$ cat src/rtl/contador_ajuste_multi_if.sv
// contador_ajuste_multi_if: button/limit inputs and display/write-back outputs
// of the multi-field setting counter. The master drives the buttons and limits;
// the slave (the counter) returns the field values, selection and change pulse.
interface contador_ajuste_multi_if #(
  parameter int WIDTH   = 7,
  parameter int NFIELDS = 3,
  parameter int SELW    = 2
);
  logic                     en;
  logic                     w_r;
  logic                     up;
  logic                     down;
  logic                     left;
  logic                     right;
  logic [NFIELDS*WIDTH-1:0] max_flat;
  logic [NFIELDS*WIDTH-1:0] count_flat;
  logic [SELW-1:0]          sel;
  logic                     changed;

  modport master (
    output en, w_r, up, down, left, right, max_flat,
    input  count_flat, sel, changed
  );

  modport slave (
    input  en, w_r, up, down, left, right, max_flat,
    output count_flat, sel, changed
  );
endinterface

$ cat src/rtl/contador_ajuste_multi.sv
// contador_ajuste_multi: NFIELDS independent wrap-around setting counters with
// per-field run-time limits, stepped by up/down and selected by left/right.
// Buttons are edge-detected on the en scan tick; w_r clears everything.
// Optional feature: define CONTADOR_AUTOREPEAT_EN to auto-repeat a held
// up or down button (REPEAT_DELAY ticks, then every REPEAT_RATE ticks).
module contador_ajuste_multi #(
  parameter int WIDTH        = 7,
  parameter int NFIELDS      = 3,
  parameter int SELW         = 2,
  parameter int REPEAT_DELAY = 50,
  parameter int REPEAT_RATE  = 10
) (
  input logic                  clk,
  input logic                  rst,
  contador_ajuste_multi_if.slave bus
);

  typedef logic [WIDTH-1:0] field_t;

  // Button history order: {up, down, left, right}
  localparam int B_UP = 3, B_DN = 2, B_LT = 1, B_RT = 0;

  field_t          count_q [NFIELDS];
  field_t          count_d [NFIELDS];
  logic [SELW-1:0] sel_q, sel_d;
  logic            changed_q, changed_d;
  logic [3:0]      hist_q, hist_d;
  logic [3:0]      btn, press;
  logic            rpt_up, rpt_dn;

  function automatic field_t step_up(field_t c, field_t m);
    return (c >= m) ? '0 : field_t'(c + 1'b1);
  endfunction

  function automatic field_t step_dn(field_t c, field_t m);
    return (c == '0 || c > m) ? m : field_t'(c - 1'b1);
  endfunction

  assign btn   = {bus.up, bus.down, bus.left, bus.right};
  assign press = btn & ~hist_q & {4{bus.en}};

`ifdef CONTADOR_AUTOREPEAT_EN
  localparam int RPT_MAX = (REPEAT_DELAY > REPEAT_RATE) ? REPEAT_DELAY : REPEAT_RATE;
  localparam int RPT_W   = $clog2(RPT_MAX + 1);

  logic [RPT_W-1:0] rpt_cnt_q, rpt_cnt_d, rpt_cnt_nx;
  logic             rpt_arm_q, rpt_arm_d;
  logic             rpt_fast_q, rpt_fast_d;

  // Repeat timer: armed by a lone up/down press, fires while that button stays held alone
  always_comb begin
    // NOTE: every combinational output gets a default first so no latch is inferred.
    rpt_cnt_d  = rpt_cnt_q;
    rpt_arm_d  = rpt_arm_q;
    rpt_fast_d = rpt_fast_q;
    rpt_cnt_nx = rpt_cnt_q + 1'b1;
    rpt_up     = 1'b0;
    rpt_dn     = 1'b0;
    if (bus.w_r) begin
      rpt_cnt_d  = '0;
      rpt_arm_d  = 1'b0;
      rpt_fast_d = 1'b0;
    end else if (bus.en) begin
      if ((press[B_UP] && !bus.down) || (press[B_DN] && !bus.up)) begin
        rpt_cnt_d  = '0;
        rpt_arm_d  = 1'b1;
        rpt_fast_d = 1'b0;
      end else if (rpt_arm_q && (bus.up ^ bus.down)) begin
        if (rpt_cnt_nx == (rpt_fast_q ? RPT_W'(REPEAT_RATE) : RPT_W'(REPEAT_DELAY))) begin
          rpt_up     = bus.up;
          rpt_dn     = bus.down;
          rpt_cnt_d  = '0;
          rpt_fast_d = 1'b1;
        end else begin
          rpt_cnt_d = rpt_cnt_nx;
        end
      end else begin
        rpt_cnt_d  = '0;
        rpt_arm_d  = 1'b0;
        rpt_fast_d = 1'b0;
      end
    end
  end

  // Repeat timer state register
  always_ff @(posedge clk or negedge rst) begin
    if (!rst) begin
      rpt_cnt_q  <= '0;
      rpt_arm_q  <= 1'b0;
      rpt_fast_q <= 1'b0;
    end else begin
      rpt_cnt_q  <= rpt_cnt_d;
      rpt_arm_q  <= rpt_arm_d;
      rpt_fast_q <= rpt_fast_d;
    end
  end
`else
  assign rpt_up = 1'b0;
  assign rpt_dn = 1'b0;
`endif

  // Next field values, selection and change pulse
  always_comb begin
    logic do_up, do_dn, do_rt, do_lt;
    count_d   = count_q;
    sel_d     = sel_q;
    hist_d    = bus.en ? btn : hist_q;
    changed_d = 1'b0;
    do_up     = (press[B_UP] && !press[B_DN]) || rpt_up;
    do_dn     = (press[B_DN] && !press[B_UP]) || rpt_dn;
    do_rt     = press[B_RT] && !press[B_LT];
    do_lt     = press[B_LT] && !press[B_RT];
    if (bus.w_r) begin
      for (int i = 0; i < NFIELDS; i++) count_d[i] = '0;
      sel_d = '0;
    end else begin
      for (int i = 0; i < NFIELDS; i++) begin
        if (sel_q == SELW'(i)) begin
          if (do_up)      count_d[i] = step_up(count_q[i], bus.max_flat[i*WIDTH +: WIDTH]);
          else if (do_dn) count_d[i] = step_dn(count_q[i], bus.max_flat[i*WIDTH +: WIDTH]);
        end
      end
      if (do_rt)      sel_d = (sel_q == SELW'(NFIELDS - 1)) ? '0 : SELW'(sel_q + 1'b1);
      else if (do_lt) sel_d = (sel_q == '0) ? SELW'(NFIELDS - 1) : SELW'(sel_q - 1'b1);
    end
    for (int i = 0; i < NFIELDS; i++) begin
      if (count_d[i] != count_q[i]) changed_d = 1'b1;
    end
  end

  // State register; history resets to 1 so a button held through reset is not a press
  always_ff @(posedge clk or negedge rst) begin
    if (!rst) begin
      // NOTE: the field array is a handful of flops, not a RAM, so it is reset like any register.
      for (int i = 0; i < NFIELDS; i++) count_q[i] <= '0;
      sel_q     <= '0;
      changed_q <= 1'b0;
      hist_q    <= '1;
    end else begin
      // NOTE: non-blocking assignments so every flop samples pre-edge values.
      count_q   <= count_d;
      sel_q     <= sel_d;
      changed_q <= changed_d;
      hist_q    <= hist_d;
    end
  end

  // Pack field values onto the flat output bus
  always_comb begin
    bus.count_flat = '0;
    for (int i = 0; i < NFIELDS; i++) bus.count_flat[i*WIDTH +: WIDTH] = count_q[i];
  end

  assign bus.sel     = sel_q;
  assign bus.changed = changed_q;

endmodule

$ cat src/flat_wrapper.sv
// flat-port wrapper written by rule: the top's interface ports become plain ports
module contador_ajuste_multi_flat 
#(
  parameter int WIDTH        = 7,
  parameter int NFIELDS      = 3,
  parameter int SELW         = 2,
  parameter int REPEAT_DELAY = 50,
  parameter int REPEAT_RATE  = 10
)
  (clk, rst, bus_en, bus_w_r, bus_up, bus_down, bus_left, bus_right, bus_max_flat, bus_count_flat, bus_sel, bus_changed);
  contador_ajuste_multi_if #(.WIDTH(WIDTH), .NFIELDS(NFIELDS), .SELW(SELW)) bus_i ();
  input logic clk;
  input logic rst;
  input wire logic [$bits(bus_i.en)-1:0] bus_en;
  input wire logic [$bits(bus_i.w_r)-1:0] bus_w_r;
  input wire logic [$bits(bus_i.up)-1:0] bus_up;
  input wire logic [$bits(bus_i.down)-1:0] bus_down;
  input wire logic [$bits(bus_i.left)-1:0] bus_left;
  input wire logic [$bits(bus_i.right)-1:0] bus_right;
  input wire logic [$bits(bus_i.max_flat)-1:0] bus_max_flat;
  output wire logic [$bits(bus_i.count_flat)-1:0] bus_count_flat;
  output wire logic [$bits(bus_i.sel)-1:0] bus_sel;
  output wire logic [$bits(bus_i.changed)-1:0] bus_changed;
  assign bus_i.en = bus_en;
  assign bus_i.w_r = bus_w_r;
  assign bus_i.up = bus_up;
  assign bus_i.down = bus_down;
  assign bus_i.left = bus_left;
  assign bus_i.right = bus_right;
  assign bus_i.max_flat = bus_max_flat;
  assign bus_count_flat = bus_i.count_flat;
  assign bus_sel = bus_i.sel;
  assign bus_changed = bus_i.changed;
  contador_ajuste_multi #(.WIDTH(WIDTH), .NFIELDS(NFIELDS), .SELW(SELW), .REPEAT_DELAY(REPEAT_DELAY), .REPEAT_RATE(REPEAT_RATE)) u_core (.clk(clk), .rst(rst), .bus(bus_i));
endmodule
$ cat config.mk
export PLATFORM = sky130hd
export DESIGN_NAME = contador_ajuste_multi_flat
export DESIGN_NICKNAME = d
export VERILOG_FILES = /design/src/rtl/contador_ajuste_multi_if.sv /design/src/rtl/contador_ajuste_multi.sv /design/src/flat_wrapper.sv
export SDC_FILE = /design/constraint.sdc
export NUM_CORES = 1
export LEC_CHECK = 0
export ABC_CLOCK_PERIOD_IN_PS = 3900
export BUFFER_PORTS_ARGS = -buffer_cell sky130_fd_sc_hd__buf_2
export CORE_ASPECT_RATIO = 1.1
export CORE_MARGIN = 2
export CORE_UTILIZATION = 52
export DETAILED_ROUTE_END_ITERATION = 8
export PLACE_DENSITY = 0.73
export SLEW_MARGIN = 20
export SYNTH_ARGS = -nofsm -noshare
export SYNTH_HDL_FRONTEND = slang
export SYNTH_SLANG_ARGS = --single-unit
export TNS_END_PERCENT = 50
$ cat constraint.sdc
create_clock -name clk -period 3.9 [get_ports clk]
set_input_delay 0.585 -clock clk [delete_from_list [all_inputs] [get_ports clk]]
set_output_delay 0.585 -clock clk [all_outputs]
set_load 0.1 [all_outputs]
# == Word level (Yosys, flattened, before mapping) ==
# Cells that the tools add are included.
# word_totals
input_bits,29
output_inout_bits,24
word_cells,68
reg_bits,28
# classes
magnitude_cmp,6
n_addsub,8
n_reduce_logical,16
n_eq_ne,5
n_bitwise,3
muxes,24
# ops
cell,n
two-way mux 7 bit,15
"adder 7 x 1 -> 7 bit, second input constant",3
>= comparator 7 bit,3
> comparator 7 bit,3
zero test 7 bit,3
two-way mux 21 bit,1
inequality test 7 bit,3
"subtractor 7 x 1 -> 7 bit, second input constant",3
two-way mux 2 bit,5
AND 4 bit,2
logical AND 1 bit,4
zero test 1 bit,4
NOT 4 bit,1
logical OR 1 bit,3
two-way mux 1 bit,3
nonzero test 3 bit,1
"adder 2 x 1 -> 2 bit, second input constant",1
"== test 2 x 1 -> 1 bit, second input constant",1
"== test 2 bit, second input constant",1
zero test 2 bit,1
"subtractor 2 x 1 -> 2 bit, second input constant",1

# == Longest topological paths before layout ==
# Gate-level depths: netlist of the first run.
# logic_depth
ltp_word,13
ltp_mapped,12
depth_no_buf,11

# == Least setup slack after synthesis of the first run ==
# No wires, ideal clock.
# synth_timing
path_kind,reg-to-reg
start,"register u_core.count_q, in the netlist u_core.bus.count_flat[14]"
end,"register u_core.changed_q, in the netlist u_core.bus.changed"
stages_incl_launch_ff,13
arrival_ns,3.486
t_required_ns,3.762
slack_ns,0.276
setup_ns,0.138
n_path_buf,1
cell_sequence,dfrtp_1 > clkbuf_1 > inv_1 > ha_1 > nand2b_1 > a211o_1 > a211oi_1 > o32ai_1 > o311a_1 > nor4_2 > nand4_1 > nor4_2 > nand4_1
# synth_via
elab_chain_cells,9
word_cells_on_any_way,14
cone_classes,add/sub (2); order compare (2); eq/ne (1); mux (7); reduce/logical (2)
# synth_lines
item,line,rtl
"start, declared",contador_ajuste_multi.sv:23,field_t count_q [NFIELDS];
"start signal, assigned",contador_ajuste_multi.sv:141,count_q <= count_d;
> comparator 7 bit or zero test 7 bit (tied branches),contador_ajuste_multi.sv:36,return (c == '0 || c > m) ? m : field_t'(c - 1'b1);
logical OR 1 bit,contador_ajuste_multi.sv:36,
two-way mux 7 bit,contador_ajuste_multi.sv:36,
two-way mux 7 bit,contador_ajuste_multi.sv:120,"else if (do_dn) count_d[i] = step_dn(count_q[i], bus.max_flat[i*WIDTH +: WIDTH]);"
two-way mux 7 bit,contador_ajuste_multi.sv:119,"if (do_up) count_d[i] = step_up(count_q[i], bus.max_flat[i*WIDTH +: WIDTH]);"
two-way mux 7 bit,contador_ajuste_multi.sv:118,if (sel_q == SELW'(i)) begin
two-way mux 21 bit,contador_ajuste_multi.sv:113,if (bus.w_r) begin
inequality test 7 bit *,contador_ajuste_multi.sv:127,if (count_d[i] != count_q[i]) changed_d = 1'b1;
two-way mux 1 bit *,contador_ajuste_multi.sv:127,
via u_core.changed_d,contador_ajuste_multi.sv:26,"logic changed_q, changed_d;"
"end signal, assigned",contador_ajuste_multi.sv:143,changed_q <= changed_d;
"end, declared",contador_ajuste_multi.sv:26,
# Mark *: on every way through the listed nets, which the timed path passes. The rest lies on a longest branch.
# A chain may end at the register's enable or synchronous reset.

# == Final worst setup path of the first run ==
# Ends and elaborated chain as after synthesis.

==> reports/metrics.csv, run 1 <==
metric,value,unit
core,7560,µm²
outcome,"complete, no violations",
avgSynthCellArea,7.24,µm²
setup_viol,0,
area_growth,9.70,%
tightest_slew,0.993,ns
slew_headroom,33.7,%
cts_max_path_buffers,2,
wirelength,13800,µm
htreeDepth,1,
cellPowerDensity,268,nW/µm²
timing.fmax,293,MHz
postCtsSetupBuffers,0,
initial_utilization,54.3,%
synth_edf_count,0,
netSwitchingFraction,47.1,%
tns,0,ns
cts-root-buf,clkbuf_8,
p_int,0.000638,W
antenna_found_initial,0,
drtIter0Drc,721,
clk_latency,0.29,ns
ys_seq_area_share,17.2,%
cp.buffers_inverters,1,
dieWidth,88.7,µm
dp_cells,703,
grt_first_pass_wirelength,22600,µm
yosysUniqueCellTypes,74,
fin_crit_sh,87.4,%
dp_hpwl,10500,µm
grt_usage,32.4,%
synth_flop_cell,dfrtp_1,
synth_top_family_by_area,compound AO/OA/AOI/OAI gates,
fillers,724,
nNetsFinal,664,
worstPathCellList,"inv_1, ha_1, nand2b_1, a211o_1, a21oi_1, o221ai_1, o31a_1, o31ai_1, o2111ai_1, nor4_2, nand4_1",
yosys_warnings,0,
p_sw,0.000568,W
fin_cells,707,
drtAntennaViolNets,0,
peakVddDrop,0.161,mV
hold_viol,0,
place_congestion,1.01,
numCtsBuffers,3,
io_buffers,52,
slowest_delay,0.56,ns
vias_per_cell,6.71,
layout-drive-gt1-share,16.6,%
drv_cap,0,
top_layer_used,met4,
post-route-util,59.6,%
endpoint_kind,flip-flop,
worstPathMaxFanout,11,
comb_power_share,51.4,%
firstDrtPassIters,5,
synth.cell_area,4100,µm²
cts.clk_slew.worst_paths,0.10,ns
synth_cells,567,
p_seq_share,28.6,%
hold_path.class,input pin to async pin,
wl_met2,6310,µm
cts_tree,yes,
clock_sinks,28,
wire_per_inst,19.5,µm
ios,53,
synthesis.nets,628,
post_cts_resized,0,
rsz0062_at_grt,false,
synthXorXnorAreaFrac,2.78,%
num_rows,33,
die_y,97.2,µm
period_needed,3.41,ns
regArea,706,µm²
cts_hold_buf,0,
grt_overflow,0,
skew,0.0162,ns
critPathTopFamily,compound AO/OA/AOI/OAI gates,
crit_path_start_kind,flip-flop,
clock_power_share,20.1,%
crit_required,4.05,ns
num_vias,4741,
crit_slowest_cell,dfrtp_1,
synth_async_sr_flop_share,100,%
ys_seq_elements,28,
synth_mux_area_share,2.32,%
arrival,3.56,ns
synth_compound_area_share,32.0,%
diodes,0,
met1Wirelength,5800,µm
path_class,flip-flop to flip-flop,
synthSimpleGateAreaFrac,27.8,%
drc,0,
drv_slew,0,
die_area,8620,µm²
grt_pass1_vias,4459,
synthAdderAreaFrac,9.76,%
power_leakage,1.97,nW
multiInputGateArea,3060,µm²
grt_max_degree,29,
finalPower,0.00121,W
dr_wl_met3,1230,µm
-- stage by stage --
stage / setup slack [ns] / hold WS [ns] / instance area, µm²
final: 0.492 / 0.324 / 4500
after global routing: 0.247 / 0.371 / 4500
after CTS: 0.621 / 0.345 / 4500
after detailed placement: 0.570 / 0.608 / 4430
after global placement: 0.583 / 0.604 / 4430
after floorplan: 0.276 / 0.289 / 4100
-- cell families after synthesis --
kind of cell               Yosys count
buffers and inverters               76
AOI/OAI and AO/OA                  190
adders and majority gates           32
muxes                                9
and+or+nand+nor                    219
xor gates and xnor gates            13
DFF                                 28
-- power groups by stage --
stage,Sequential [W],Combinational [W],Clock [W]
floorplan,0.000451,0.000359,0
global placement,0.000349,0.000600,0
detailed placement,0.000349,0.000605,0
CTS,0.000344,0.000607,0.000244
global route,0.000347,0.000668,0.000260
finish,0.000344,0.000619,0.000242
-- worst reg2reg max path, stage by stage (launching register included) --
cell and delay (ns):
dfrtp_1 0.56, inv_1 0.17, ha_1 0.34, nand2b_1 0.15
a211o_1 0.38, a21oi_1 0.29, o221ai_1 0.18, o31a_1 0.32
o31ai_1 0.37, o2111ai_1 0.23, nor4_2 0.18, nand4_1 0.11
-- synth_stat cells (all sizes together), types with 3 or more instances --
library cell	instances	area, µm²
nor2	54	210
a21oi	51	259
nand2	45	169
inv	38	143
ha	32	400
o21ai	29	149
nand3	28	145
dfrtp	24	601
buf	19	121
clkbuf	19	71.3
nor3	19	95.1
a211oi	17	145
a31oi	11	68.8
nand4	11	68.8
or3	10	67.6
a22oi	9	67.6
and3	9	56.3
o211ai	9	72.6
nand2b	8	50.1
xnor2	8	70.1
nand3b	7	52.6
a2111oi	6	52.6
nor4	6	65.1
or2	6	37.5
a21o	5	37.5
a221oi	5	50.0
mux2i	5	50.1
o31ai	5	37.5
xor2	5	43.8
a211o	4	35.0
dfstp	4	105
mux2	4	45.0
nor2b	4	25.0
nor3b	4	35.0
o21a	4	30.0
o22ai	4	25.0
o311ai	4	35.0
a221o	3	30.0
a311oi	3	26.3
o31a	3	26.3
o32ai	3	26.3
-- metal layers --
| layer | GRT usage (%) | vias up |
|---|---|---|
| li1 | - | 2201 |
| met3 | 3.40 | 50 |
| met5 | 0 | - |
| met2 | 50.5 | 296 |
| met4 | 10.6 | 0 |
| met1 | 46.1 | 2194 |
-- cell usage in the layout, fill, tap and decap left out, types with 4 or more instances in the layout --
cell type,synthesis,final
mux2_2,4,4
dfstp_2,4,4
a221oi_1,4,4
nand3b_1,7,7
mux2i_1,5,5
a22oi_1,9,9
nand4_1,11,11
o21ai_0,25,25
a21oi_1,50,50
xnor2_1,8,8
nor2b_1,4,4
a2111oi_0,6,6
inv_1,38,38
a211oi_1,15,15
or3_1,9,9
and3_1,9,9
nor2_1,51,51
o31ai_1,5,5
a31oi_1,11,11
nand2_1,45,45
o22ai_1,4,4
dfrtp_1,24,24
o211ai_1,8,8
o21a_1,4,4
o311ai_1,4,4
xor2_1,5,5
buf_2,13,52
nand3_1,27,27
nand2b_1,8,8
a211o_1,4,4
a21o_1,5,5
ha_1,32,32
nor3_1,19,19
buf_4,1,17
-- state kept, by name, summed over array words and instances, names as in the netlist --
name	count
u_core.bus.changed	1
u_core.bus.count_flat	21
u_core.bus.sel	2
u_core.hist_q	4
-- final cells by class --
type	count	area share, %
Clock buffer	3	0.917
Clock inverter	1	0.667
Inverter	38	3.17
Multi-Input combinational cell	463	68.0
Sequential cell	28	15.7
Tap cell	105	2.92
Timing Repair Buffer	69	8.62
-- worst paths after layout --
kind | start | to | slack (ns) | depth (start not counted)
setup / recovery | u_core.bus.count_flat[14] | u_core.bus.changed | 0.49 | 11
min in group clk | bus_left | u_core.hist_q[1] | 0.53 | 2
hold / removal | rst | u_core.bus.count_flat[1] | 0.32 | 1
max in group asynchronous | rst | u_core.bus.count_flat[19] | 3.14 | 1
setup reg to reg | u_core.bus.count_flat[14] | u_core.bus.changed | 0.49 | 11
hold reg to reg | u_core.hist_q[1] | u_core.hist_q[1] | 0.62 | 1
Note: power is estimated with default switching activity, not from simulation.
==> run 2, diff against run 1 <==
--- a/config.mk
+++ b/config.mk
@@ -11,7 +11,7 @@
 export CORE_MARGIN = 2
 export CORE_UTILIZATION = 52
 export DETAILED_ROUTE_END_ITERATION = 8
-export PLACE_DENSITY = 0.73
+export PLACE_DENSITY = 0.7
 export SLEW_MARGIN = 20
 export SYNTH_ARGS = -nofsm -noshare
 export SYNTH_HDL_FRONTEND = slang
==> reports/metrics.csv, run 2 (same netlist as run 1, synthesis figures left out) <==
metric,value,unit,change
grt_util_met2,52.3,%,+1.8 points
grt_pass1_vias,4445,,-0.31%
core,7560,µm²,unchanged
dp_slack,0.395,ns,-0.175 ns
tns,0,ns,unchanged
antenna_found_initial,0,,unchanged
top_usage_layer,met2,,
grt_overflow,0,,unchanged
cellPowerDensity,269,nW/µm²,+0.50%
outcome,"complete, no violations",,
htreeDepth,1,,unchanged
netSwitchingFraction,47.3,%,+0.26 points
slew_headroom,26.2,%,-7.5 points
grt_usage,33.1,%,+0.78 points
die_y,97.2,µm,unchanged
power_leakage,1.98,nW,+0.34%
slowest_delay,0.99,ns,+0.43 ns
worstPathCellList,"buf_2, nor2b_1, and3_1, nand2_1, o221ai_1, nor2_1, nand4b_1, a21oi_1, nor4_1, nand4_1",,
comb_power_share,51.7,%,+0.3 points
timing.fmax,307,MHz,+4.7%
final_cell_mix,"buf_2, nor2_1, a21oi_1, nand2_1, inv_1",,
largest_reg_flops,21,,unchanged
cts_tree,yes,,
layout-drive-gt1-share,16.7,%,+0.14 points
dp_hpwl,10800,µm,+3.3%
place_congestion,1.02,,+1.2%
postCtsSetupBuffers,0,,unchanged
p_seq_share,28.0,%,-0.6 points
final_common_cell,buf_2,,
wire_per_inst,20.2,µm,+3.5%
diodes,0,,unchanged
num_rows,33,,unchanged
crit_required,4.07,ns,+0.02 ns
path_class,input pin to flip-flop,,
setup_viol,0,,unchanged
fin_crit_sh,83.5,%,-3.9 points
rsz0062_at_grt,false,,
clk_latency,0.29,ns,about the same
initial_utilization,54.3,%,unchanged
crit_path_start_kind,input pin,,
cts_max_path_buffers,2,,unchanged
hold_path.class,input pin to async pin,,
setup_ws,0.645,ns,+0.153 ns
dieWidth,88.7,µm,unchanged
crit_slowest_cell,and3_1,,
vias_per_cell,6.71,,about the same
cts.clk_slew.worst_paths,0.12,ns,+0.02 ns
endpoint_kind,flip-flop,,
grt_first_pass_wirelength,22800,µm,+1.0%
drc,0,,unchanged
grt_use_met1,46.8,%,+0.73 points
hold_viol,0,,unchanged
p_sw,0.000574,W,+1.2%
cts_hold_buf,0,,unchanged
period_needed,3.25,ns,-0.153 ns
p_int,0.000639,W,+0.18%
grt_max_degree,29,,unchanged
worstPathMaxFanout,27,,+16
die_area,8620,µm²,unchanged
post-route-util,59.7,%,+0.099 points
arrival,3.43,ns,-0.13 ns
tightest_slew,1.11,ns,+0.113 ns
nNetsFinal,665,,+0.15%
gr-usage-met3,3.65,%,+0.25 points
clock_sinks,28,,unchanged
wirelength,14300,µm,+3.7%
firstDrtPassIters,5,,unchanged
clock_power_share,20.3,%,+0.2 points
io_buffers,52,,unchanged
drv_cap,0,,unchanged
drtIter0Drc,492,,-32%
fin_cells,708,,+0.14%
ios,53,,unchanged
post_cts_resized,0,,unchanged
dp_cells,704,,+0.14%
cts-root-buf,clkbuf_8,,
area_growth,9.88,%,
numCtsBuffers,3,,unchanged
drv_slew,0,,unchanged
num_vias,4752,,+0.23%
drtAntennaViolNets,0,,unchanged
peakVddDrop,0.262,mV,+62%
skew,0.0110,ns,-0.00517 ns
run 2: per-layer routing:
metal | vias to the layer above | part of all wire, % | wire length, µm
met5 | - | 0 | 0
met4 | 0 | 3.2 | 464
met3 | 49 | 8.0 | 1150
met2 | 296 | 46 | 6540
met1 | 2204 | 43 | 6140
li1 | 2203 | - | -
run 2: path summary, 6_finish.rpt:
check | slack, ns | from | end | cells after the start
max in group asynchronous | 3.12 | rst | u_core.bus.count_flat[11] | 1
min in group clk | 0.54 | bus_down | u_core.hist_q[2] | 2
hold reg to reg | 0.62 | u_core.hist_q[1] | u_core.hist_q[1] | 1
setup / recovery | 0.65 | bus_down | u_core.bus.changed | 10
setup reg to reg | 0.67 | u_core.hist_q[2] | u_core.bus.changed | 9
hold / removal | 0.32 | rst | u_core.bus.count_flat[2] | 1
run 2: cell type report:
class / count / area [µm²]
well taps: 105 / 131
fillers: 732 / 3050
multi-input cells: 463 / 3060
clock buffers: 3 / 41.3
clock inverters: 1 / 30.0
flip-flops and latches: 28 / 706
inverters: 38 / 143
repair buffers: 70 / 395
run 2: critical path: cells and delay by family:
family                 cells  cell delay, ns
AND/OR/NAND/NOR            7            2.35
AO/OA/AOI/OAI              2            0.40
buffers and inverters      1            0.08
run 2: power groups by stage:
stage	combinational, W	sequential (W)	clock (W)
floorplan	0.000359	0.000451	0
global placement	0.000605	0.000345	0
detailed placement	0.000610	0.000344	0
CTS	0.000612	0.000339	0.000248
global route	0.000671	0.000343	0.000262
finish	0.000627	0.000340	0.000246
run 2: metrics by stage:
step / hold WS, ns / power, W / cell area, µm²
after floorplan: 0.289 / 0.000809 / 4100
after global placement: 0.604 / 0.000950 / 4440
after detailed placement: 0.613 / 0.000954 / 4440
after CTS: 0.337 / 0.00120 / 4510
after global routing: 0.376 / 0.00128 / 4510
final: 0.321 / 0.00121 / 4510
==> run 3, diff against run 2 <==
--- a/config.mk
+++ b/config.mk
@@ -5,13 +5,13 @@
 export SDC_FILE = /design/constraint.sdc
 export NUM_CORES = 1
 export LEC_CHECK = 0
-export ABC_CLOCK_PERIOD_IN_PS = 3900
+export ABC_CLOCK_PERIOD_IN_PS = 2800
 export BUFFER_PORTS_ARGS = -buffer_cell sky130_fd_sc_hd__buf_2
 export CORE_ASPECT_RATIO = 1.1
 export CORE_MARGIN = 2
 export CORE_UTILIZATION = 52
 export DETAILED_ROUTE_END_ITERATION = 8
-export PLACE_DENSITY = 0.7
+export PLACE_DENSITY = 0.73
 export SLEW_MARGIN = 20
 export SYNTH_ARGS = -nofsm -noshare
 export SYNTH_HDL_FRONTEND = slang
==> constraint.sdc (replaced) <==
create_clock -name clk -period 2.8 [get_ports clk]
set_input_delay 0.42 -clock clk [delete_from_list [all_inputs] [get_ports clk]]
set_output_delay 0.42 -clock clk [all_outputs]
set_load 0.1 [all_outputs]
==> reports/metrics.csv, run 3 (same netlist as run 1, synthesis figures left out) <==
metric,value,unit,change
outcome,"complete, but fails checks",,
failed_checks,negative setup slack,,
area_growth,34.7,%,
drv_slew,0,,unchanged
core,7560,µm²,unchanged
antenna_found_initial,0,,unchanged
grt_use_met1,45.9,%,-0.91 points
setup_viol,1,,+1
die_area,8620,µm²,unchanged
endpoint_kind,flip-flop,,
drtAntennaViolNets,0,,unchanged
numCtsBuffers,3,,unchanged
timing.fmax,342,MHz,
layout-drive-gt1-share,36.2,%,+19 points
peakVddDrop,0.387,mV,+48%
firstDrtPassIters,6,,+1
grt_pass1_vias,5079,,+14%
die_y,97.2,µm,unchanged
initial_utilization,54.3,%,unchanged
clock_sinks,28,,unchanged
crit_path_start_kind,flip-flop,,
wire_per_inst,18.9,µm,-6.5%
worstPathMaxFanout,4,,-85%
num_vias,5220,,+9.8%
io_buffers,52,,unchanged
drtIter0Drc,734,,+49%
hold_viol,0,,unchanged
tns,-0.120,ns,-0.120 ns
place_congestion,1.06,,+4.0%
cts_tree,yes,,
nNetsFinal,772,,+16%
top_usage_layer,met2,,
setup_ws,-0.120,ns,-0.766 ns
crit_required,2.97,ns,-1.10 ns
period_needed,2.92,ns,
slew_headroom,51.8,%,+26 points
holdWs,0.160,ns,-0.160 ns
largest_reg_flops,21,,unchanged
num_rows,33,,unchanged
grt_max_degree,29,,unchanged
clk_latency,0.30,ns,about the same
grt_usage,35.2,%,+2.1 points
cts_hold_buf,0,,unchanged
vias_per_cell,6.40,,-4.6%
grt_util_met2,57.3,%,+5.0 points
final_cell_mix,"buf_4, buf_2, nor2_1, nand2_1, a21oi_1",,
cts-root-buf,clkbuf_8,,
rsz0062_at_grt,true,,
ios,53,,unchanged
dieWidth,88.7,µm,unchanged
tightest_slew,0.722,ns,-0.384 ns
arrival,3.09,ns,-0.34 ns
grt_first_pass_wirelength,24300,µm,+6.8%
dp_hpwl,11700,µm,+7.8%
gr-usage-met3,5.27,%,+1.6 points
grt_overflow,0,,unchanged
diodes,0,,unchanged
final_common_cell,buf_4,,
cts.clk_slew.worst_paths,0.12,ns,about the same
cellPowerDensity,331,nW/µm²,+23%
skew,0.00665,ns,-0.00438 ns
hold_path.class,input pin to async pin,,
drc,0,,unchanged
htreeDepth,1,,unchanged
power_leakage,2.49,nW,+26%
path_class,flip-flop to flip-flop,,
drv_cap,0,,unchanged
fin_crit_sh,104,%,
wirelength,15400,µm,+7.7%
cts_max_path_buffers,2,,unchanged
fillers,632,,-14%
run 3: changes by cell type in the layout (fill, tap and decap cells not counted), moves of 4 or more:
cell     delta
a21oi_1     -5
a21oi_2     +5
buf_4     +106
dfrtp_1    -21
dfrtp_2    +17
dfrtp_4     +4
o21ai_0     -6
run 3: power breakdown:
| group | switching (W) | internal [W] | total (W) | leakage [nW] |
|---|---|---|---|---|
| clock | 0.000156 | 0.000127 | 0.000283 | 0.0288 |
| combinational | 0.000675 | 0.000407 | 0.00108 | 2.12 |
| sequential | 0.0000251 | 0.000439 | 0.000464 | 0.335 |
| total | 0.000857 | 0.000973 | 0.00183 | 2.49 |
run 3: worst max-delay path, stage by stage, from the launching register on:
cell and delay, ns:
dfrtp_4 0.52, inv_6 0.08, ha_4 0.19, nand2b_4 0.13
a211o_4 0.35, a211oi_4 0.36, a221o_1 0.23, a21oi_2 0.05
nor4_2 0.31, nand4_1 0.15, nor4_2 0.29, nand4_1 0.13
run 3: routing by layer:
| layer | wire (µm) | vias to the layer above |
|---|---|---|
| li1 | - | 2405 |
| met1 | 6090 | 2413 |
| met2 | 7320 | 332 |
| met3 | 1370 | 70 |
| met4 | 599 | 0 |
| met5 | 0 | - |
run 3: final timing paths:
path,start,end,slack (ns),cells past startpoint
worst max-delay path,u_core.bus.count_flat[14],u_core.bus.changed,-0.12,11
worst min-delay path,rst,u_core.bus.count_flat[0],0.16,1
worst max register to register,u_core.bus.count_flat[14],u_core.bus.changed,-0.12,11
worst min register to register,u_core.hist_q[0],u_core.hist_q[0],0.63,1
max in group asynchronous,rst,u_core.bus.count_flat[7],2.09,1
min in group clk,bus_down,u_core.hist_q[2],0.37,2
run 3: final cells by class:
cell class	instances	area (µm²)	area share [%]
flip-flops and latches	28	742	13.4
inverters	38	153	2.76
multi-input cells	463	3240	58.5
repair buffers	177	1210	21.9
clock buffers	4	55.1	0.996
well taps	105	131	2.38
run 3: through the flow:
| step | cells | power [W] | setup WS, ns | area, µm² | utilization, % |
|---|---|---|---|---|---|
| after floorplan | 567 | 0.00114 | -0.138 | 4220 | - |
| after global placement | 799 | 0.00146 | -0.238 | 5260 | 69.6 |
| after detailed placement | 799 | 0.00148 | -0.296 | 5260 | 69.6 |
| after CTS | 809 | 0.00180 | -0.0305 | 5450 | 72.2 |
| after global routing | 815 | 0.00193 | -0.200 | 5530 | 73.2 |
| final | 815 | 0.00183 | -0.120 | 5530 | 73.2 |
run 3: timing repair:
item	4_1_cts	5_1_grt
endpoints found under the setup margin	1	2
setup buffers	6	6
resized for setup	24	6
pin swaps	13	9
gates cloned	0	0
